===== config.mk =====
export PLATFORM = sky130hd
export DESIGN_NAME = iis_write_logic
export DESIGN_NICKNAME = d
export VERILOG_FILES = /design/src/rtl/iis_write_logic.sv
export SDC_FILE = /design/constraint.sdc
export NUM_CORES = 1
export LEC_CHECK = 0
export CORE_ASPECT_RATIO = 1.4
export CORE_UTILIZATION = 55
export CTS_CLUSTER_DIAMETER = 50
export DETAILED_ROUTE_END_ITERATION = 10
export GPL_TIMING_DRIVEN = 0
export PLACE_DENSITY_LB_ADDON = 0.12
export SLEW_MARGIN = 20
export SYNTH_ARGS = -nofsm -noshare
export SYNTH_HDL_FRONTEND = slang
export SYNTH_SLANG_ARGS = --single-unit

===== constraint.sdc =====
create_clock -name clk_100m -period 4.1 [get_ports clk_100m]
set_input_delay 0.82 -clock clk_100m [delete_from_list [all_inputs] [get_ports clk_100m]]
set_output_delay 0.82 -clock clk_100m [all_outputs]
set_load 0.01 [all_outputs]

===== src/rtl/iis_write_logic.sv =====
// I2S transmitter: 100 MHz in, bclk = /32, lrclk = /2048, 24-bit samples left-justified one bit after lrclk.
// Underrun behaviour selected by IIS_TX_ZERO_ON_UNDERRUN_EN (defined: send silence, undefined: repeat last frame).
module iis_write_logic (
   input  logic        clk_100m,
   input  logic        rst_n,
   input  logic [23:0] ldata_i,
   input  logic [23:0] rdata_i,
   input  logic        data_valid,
   output logic        data_ready,
   output logic        bclk,
   output logic        lrclk,
   output logic        sdata_o,
   output logic        underrun
);

   typedef struct packed {
      logic [23:0] l;
      logic [23:0] r;
   } frame_t;

   logic [10:0] cnt;
   logic [10:0] cnt_nxt;
   logic        wrap;
   logic        accept;
   logic        full;
   frame_t      hold_q;
   frame_t      frame_q;
   logic [4:0]  slot_n;
   logic [23:0] word_n;
   logic        bit_n;

   assign cnt_nxt    = cnt + 11'd1;
   assign wrap       = (cnt == 11'h7ff);
   assign accept     = data_valid && !full;
   assign data_ready = !full;
   assign bclk       = cnt[4];
   assign lrclk      = cnt[10];

   // Bit for the slot that begins on the next bclk falling edge.
   assign slot_n = cnt_nxt[9:5];
   assign word_n = cnt_nxt[10] ? frame_q.r : frame_q.l;

   always_comb begin
      bit_n = 1'b0;
      if (slot_n >= 5'd1 && slot_n <= 5'd24)
         bit_n = word_n[5'd24 - slot_n];
   end

   always_ff @(posedge clk_100m or negedge rst_n) begin
      if (!rst_n) begin
         cnt      <= '0;
         sdata_o  <= 1'b0;
         underrun <= 1'b0;
      end else begin
         cnt      <= cnt_nxt;
         underrun <= wrap && !full;
         if (cnt[4:0] == 5'd31)
            sdata_o <= bit_n;
      end
   end

   // A frame accepted on the wrap edge itself lands in holding and waits a full frame.
   always_ff @(posedge clk_100m or negedge rst_n) begin
      if (!rst_n) begin
         full    <= 1'b0;
         hold_q  <= '0;
         frame_q <= '0;
      end else begin
         if (wrap && full) begin
            frame_q <= hold_q;
            full    <= 1'b0;
         end else begin
`ifdef IIS_TX_ZERO_ON_UNDERRUN_EN
            if (wrap)
               frame_q <= '0;
`endif
            if (accept) begin
               hold_q <= '{l: ldata_i, r: rdata_i};
               full   <= 1'b1;
            end
         end
      end
   end

endmodule

==> flow_metrics.env <==
export IMPL_cp_data_required_time_ns=4.32
export IMPL_synth_edf_count=0
export IMPL_critical_path_startpoint_type="flop"
export IMPL_grt_remaining_overflow=0
export IMPL_synthCells=344
export IMPL_clock_path_buffers=2
export IMPL_syn_area_sq_um=4810
export IMPL_drtIter0Drc=103
export IMPL_wl_per_cell_um=17.0
export IMPL_htreeDepth=3
export IMPL_swShare=0.201
export IMPL_dp_slack_ns=0.532
export IMPL_pin_count=56
export IMPL_initial_core_util=0.563
export IMPL_design_area_sq_um=5820
export IMPL_layout_common_cells="dfrtp_1, mux2_2, clkdlybuf4s50_1"
export IMPL_p_per_area_nw_per_um2=369
export IMPL_hold_viol=0
export IMPL_cts_sinks=110
export IMPL_ctsHoldBuffers=0
export IMPL_pwr_share_comb=0.057
export IMPL_fin_worst_skew_ns=0.00780
export IMPL_ys_seq_elements=110
export IMPL_cts_root_buf="clkbuf_16"
export IMPL_yosysSeqAreaShare=0.572
export IMPL_criticalPathCategory="reg2reg"
export IMPL_slew_headroom=0.479
export IMPL_tightest_slew_ns=0.776
export IMPL_cts_buffers=9
export IMPL_rsz0062_at_grt="false"
export IMPL_worstHoldPathType="in2async"
export IMPL_clock_latency_ns=0.34
export IMPL_ys_async_sr_fraction=1.00
export IMPL_p_int_uw=1710
export IMPL_syn_mean_instance_area_sq_um=14.0
export IMPL_ant_nets=0
export IMPL_cts_tree="built"
export IMPL_period_needed_ns=3.59
export IMPL_row_count=40
export IMPL_antenna_cells=0
export IMPL_grt_pass1_wl_um=15000
export IMPL_cpMostUsedCell="nand3_1"
export IMPL_synth_main_ff_cell="dfrtp_1"
export IMPL_hpwl_um=6310
export IMPL_cp_arrival_ns=3.81
export IMPL_cp_max_fo=7
export IMPL_outcome="complete, no violations"
export IMPL_routabilityCongestion=0.787
export IMPL_slowest_delay_ns=0.64
export IMPL_synth_warnings=0
export IMPL_grtUsageTotal=0.223
export IMPL_grt_pass1_vias=3043
export IMPL_post_route_drc_count=0
export IMPL_dpl_cell_area_sq_um=5530
export IMPL_crit_start="cnt[2]"
export IMPL_drtPass1Iterations=5
export IMPL_maxCapViolations=0
export IMPL_viasPerCell=5.58
export IMPL_chipWidth_um=81.1
export IMPL_critical_path_slowest_cell="xnor2_1"
export IMPL_cellLeakagePower_uw=0.00260
export IMPL_cts_setup_buffers=0
export IMPL_port_buffers=55
export IMPL_clkPwrFrac=0.398
export IMPL_drive_gt1_frac=0.303
export IMPL_pwr_share_seq=0.545
export IMPL_num_vias=2907
export IMPL_die_h_um=113
export IMPL_antenna_found_initial=0
export IMPL_post_route_util=0.680
export IMPL_timing_final_ws_setup_ns=0.510
export IMPL_dieArea_sq_um=9140
export IMPL_synth_nets=399
export IMPL_clk_pin_slew_ns=0.07
export IMPL_area_growth_pct=20.9
export IMPL_timing_rr_start="cnt[2]"
export IMPL_fin_crit_sh=0.876
export IMPL_crit_chain="nand3_1 -> o21a_1 -> or2_1 -> inv_1 -> ha_1 -> xnor2_1 -> xnor2_1 -> mux4_2 -> a22oi_1 -> nand3_1 -> nand3_1 -> o221ai_2"
export IMPL_wl_um=8850
export IMPL_finalSetupViolations=0
export IMPL_final_common_cell="dfrtp_1"
export IMPL_nets=466
export IMPL_fmax_mhz=279
export IMPL_finalMaxSlewViolations=0
export IMPL_ir_drop_v=0.000357
export IMPL_cts_resized_gates=0
export IMPL_end_kind="flop"
export IMPL_grt_max_degree=57
export IMPL_coreArea_sq_um=8560
export IMPL_netSwitchingPower_uw=432
export IMPL_yosysUniqueCellTypes=46
[logic make-up after synthesis]
logic type               after synthesis  share of synthesized area
adder cells (fa/ha/maj)                4                     0.0104
flip-flops                           110                      0.572
AND/OR/NAND/NOR                       65                     0.0798
XOR/XNOR                              11                     0.0200
multiplexers                         101                      0.245
AO/OA/AOI/OAI                         28                     0.0525
buffers and inverters                 25                     0.0211
[through the flow]
| stage | power (uW) | hold slack (ns) | TNS [ns] | cells |
|---|---|---|---|---|
| floorplan | 1230 | 0.435 | 0 | 344 |
| global placement | 1310 | 0.457 | -202.97 | 504 |
| detailed placement | 1320 | 0.469 | 0 | 505 |
| CTS | 2170 | 0.441 | 0 | 521 |
| global route | 2240 | 0.456 | 0 | 521 |
| finish | 2150 | 0.429 | 0 | 521 |
[cell usage after synthesis (all sizes together), types with 2 or more instances]
cell type / n / area, sq um
a2111oi: 4 / 35.0
a311oi: 2 / 35.0
a32oi: 2 / 17.5
and3: 4 / 30.0
buf: 6 / 25.0
clkbuf: 8 / 30.0
dfrtp: 110 / 2750
ha: 4 / 50.1
inv: 11 / 46.3
mux2: 93 / 1050
mux2i: 4 / 40.0
mux4: 4 / 90.1
nand2: 20 / 75.1
nand3: 10 / 62.6
nand4: 4 / 40.0
nor2: 14 / 68.8
nor3: 2 / 15.0
nor3b: 3 / 22.5
o2111a: 3 / 33.8
o21ai: 8 / 40.0
or3: 2 / 12.5
xnor2: 5 / 43.8
xor2: 6 / 52.6
[state kept, by name, summed over array words and instances (netlist names)]
| register | flops |
|---|---|
| cnt | 11 |
| frame_q | 48 |
| full | 1 |
| hold_q | 48 |
| sdata_o | 1 |
| underrun | 1 |
[power by group through the flow]
| stage | Clock (uW) | Combinational [uW] | Sequential (uW) |
|---|---|---|---|
| finish | 855 | 122 | 1170 |
| global placement | 0 | 118 | 1190 |
| detailed placement | 0 | 125 | 1190 |
| floorplan | 0 | 48.2 | 1180 |
| CTS | 876 | 125 | 1170 |
| global route | 928 | 136 | 1180 |
[metal layers]
metal	share of wire	routed length, um	track usage	vias to the layer above
li1	-	-	-	1372
met1	0.44	3850	0.291	1463
met2	0.51	4480	0.353	62
met3	0.039	343	0.0589	10
met4	0.020	173	0.0845	0
met5	0	0	0	-
[worst max-delay path: cells and delay by family, from the launching register on]
family          cells  cell delay, ns
buf+inv             1            0.18
simple gates        4            0.84
compound gates      3            0.56
mux                 1            0.42
xor+xnor            2            0.76
flops               1            0.47
fa+ha+maj           1            0.23
[cell type report]
cell class	instances	area, sq um
sequential	110	2750
fill	656	2740
multi-input combinational	209	1960
timing repair buffer	56	579
clock buffer	13	250
tap	105	131
buffer	14	55.1
inverter	11	46.3
clock inverter	3	43.8
[worst paths after layout]
path                              endpoint  slack [ns]  depth (start not counted)
worst max-delay path               sdata_o        0.51                         12
worst min-delay path            hold_q[41]        0.43                          1
max in group asynchronous       hold_q[33]        3.03                          2
worst min register to register      cnt[0]        0.48                          1
min in group clk_100m               cnt[0]        0.48                          1
worst max register to register     sdata_o        0.51                         12
Note: power is estimated with default switching activity, not from simulation.
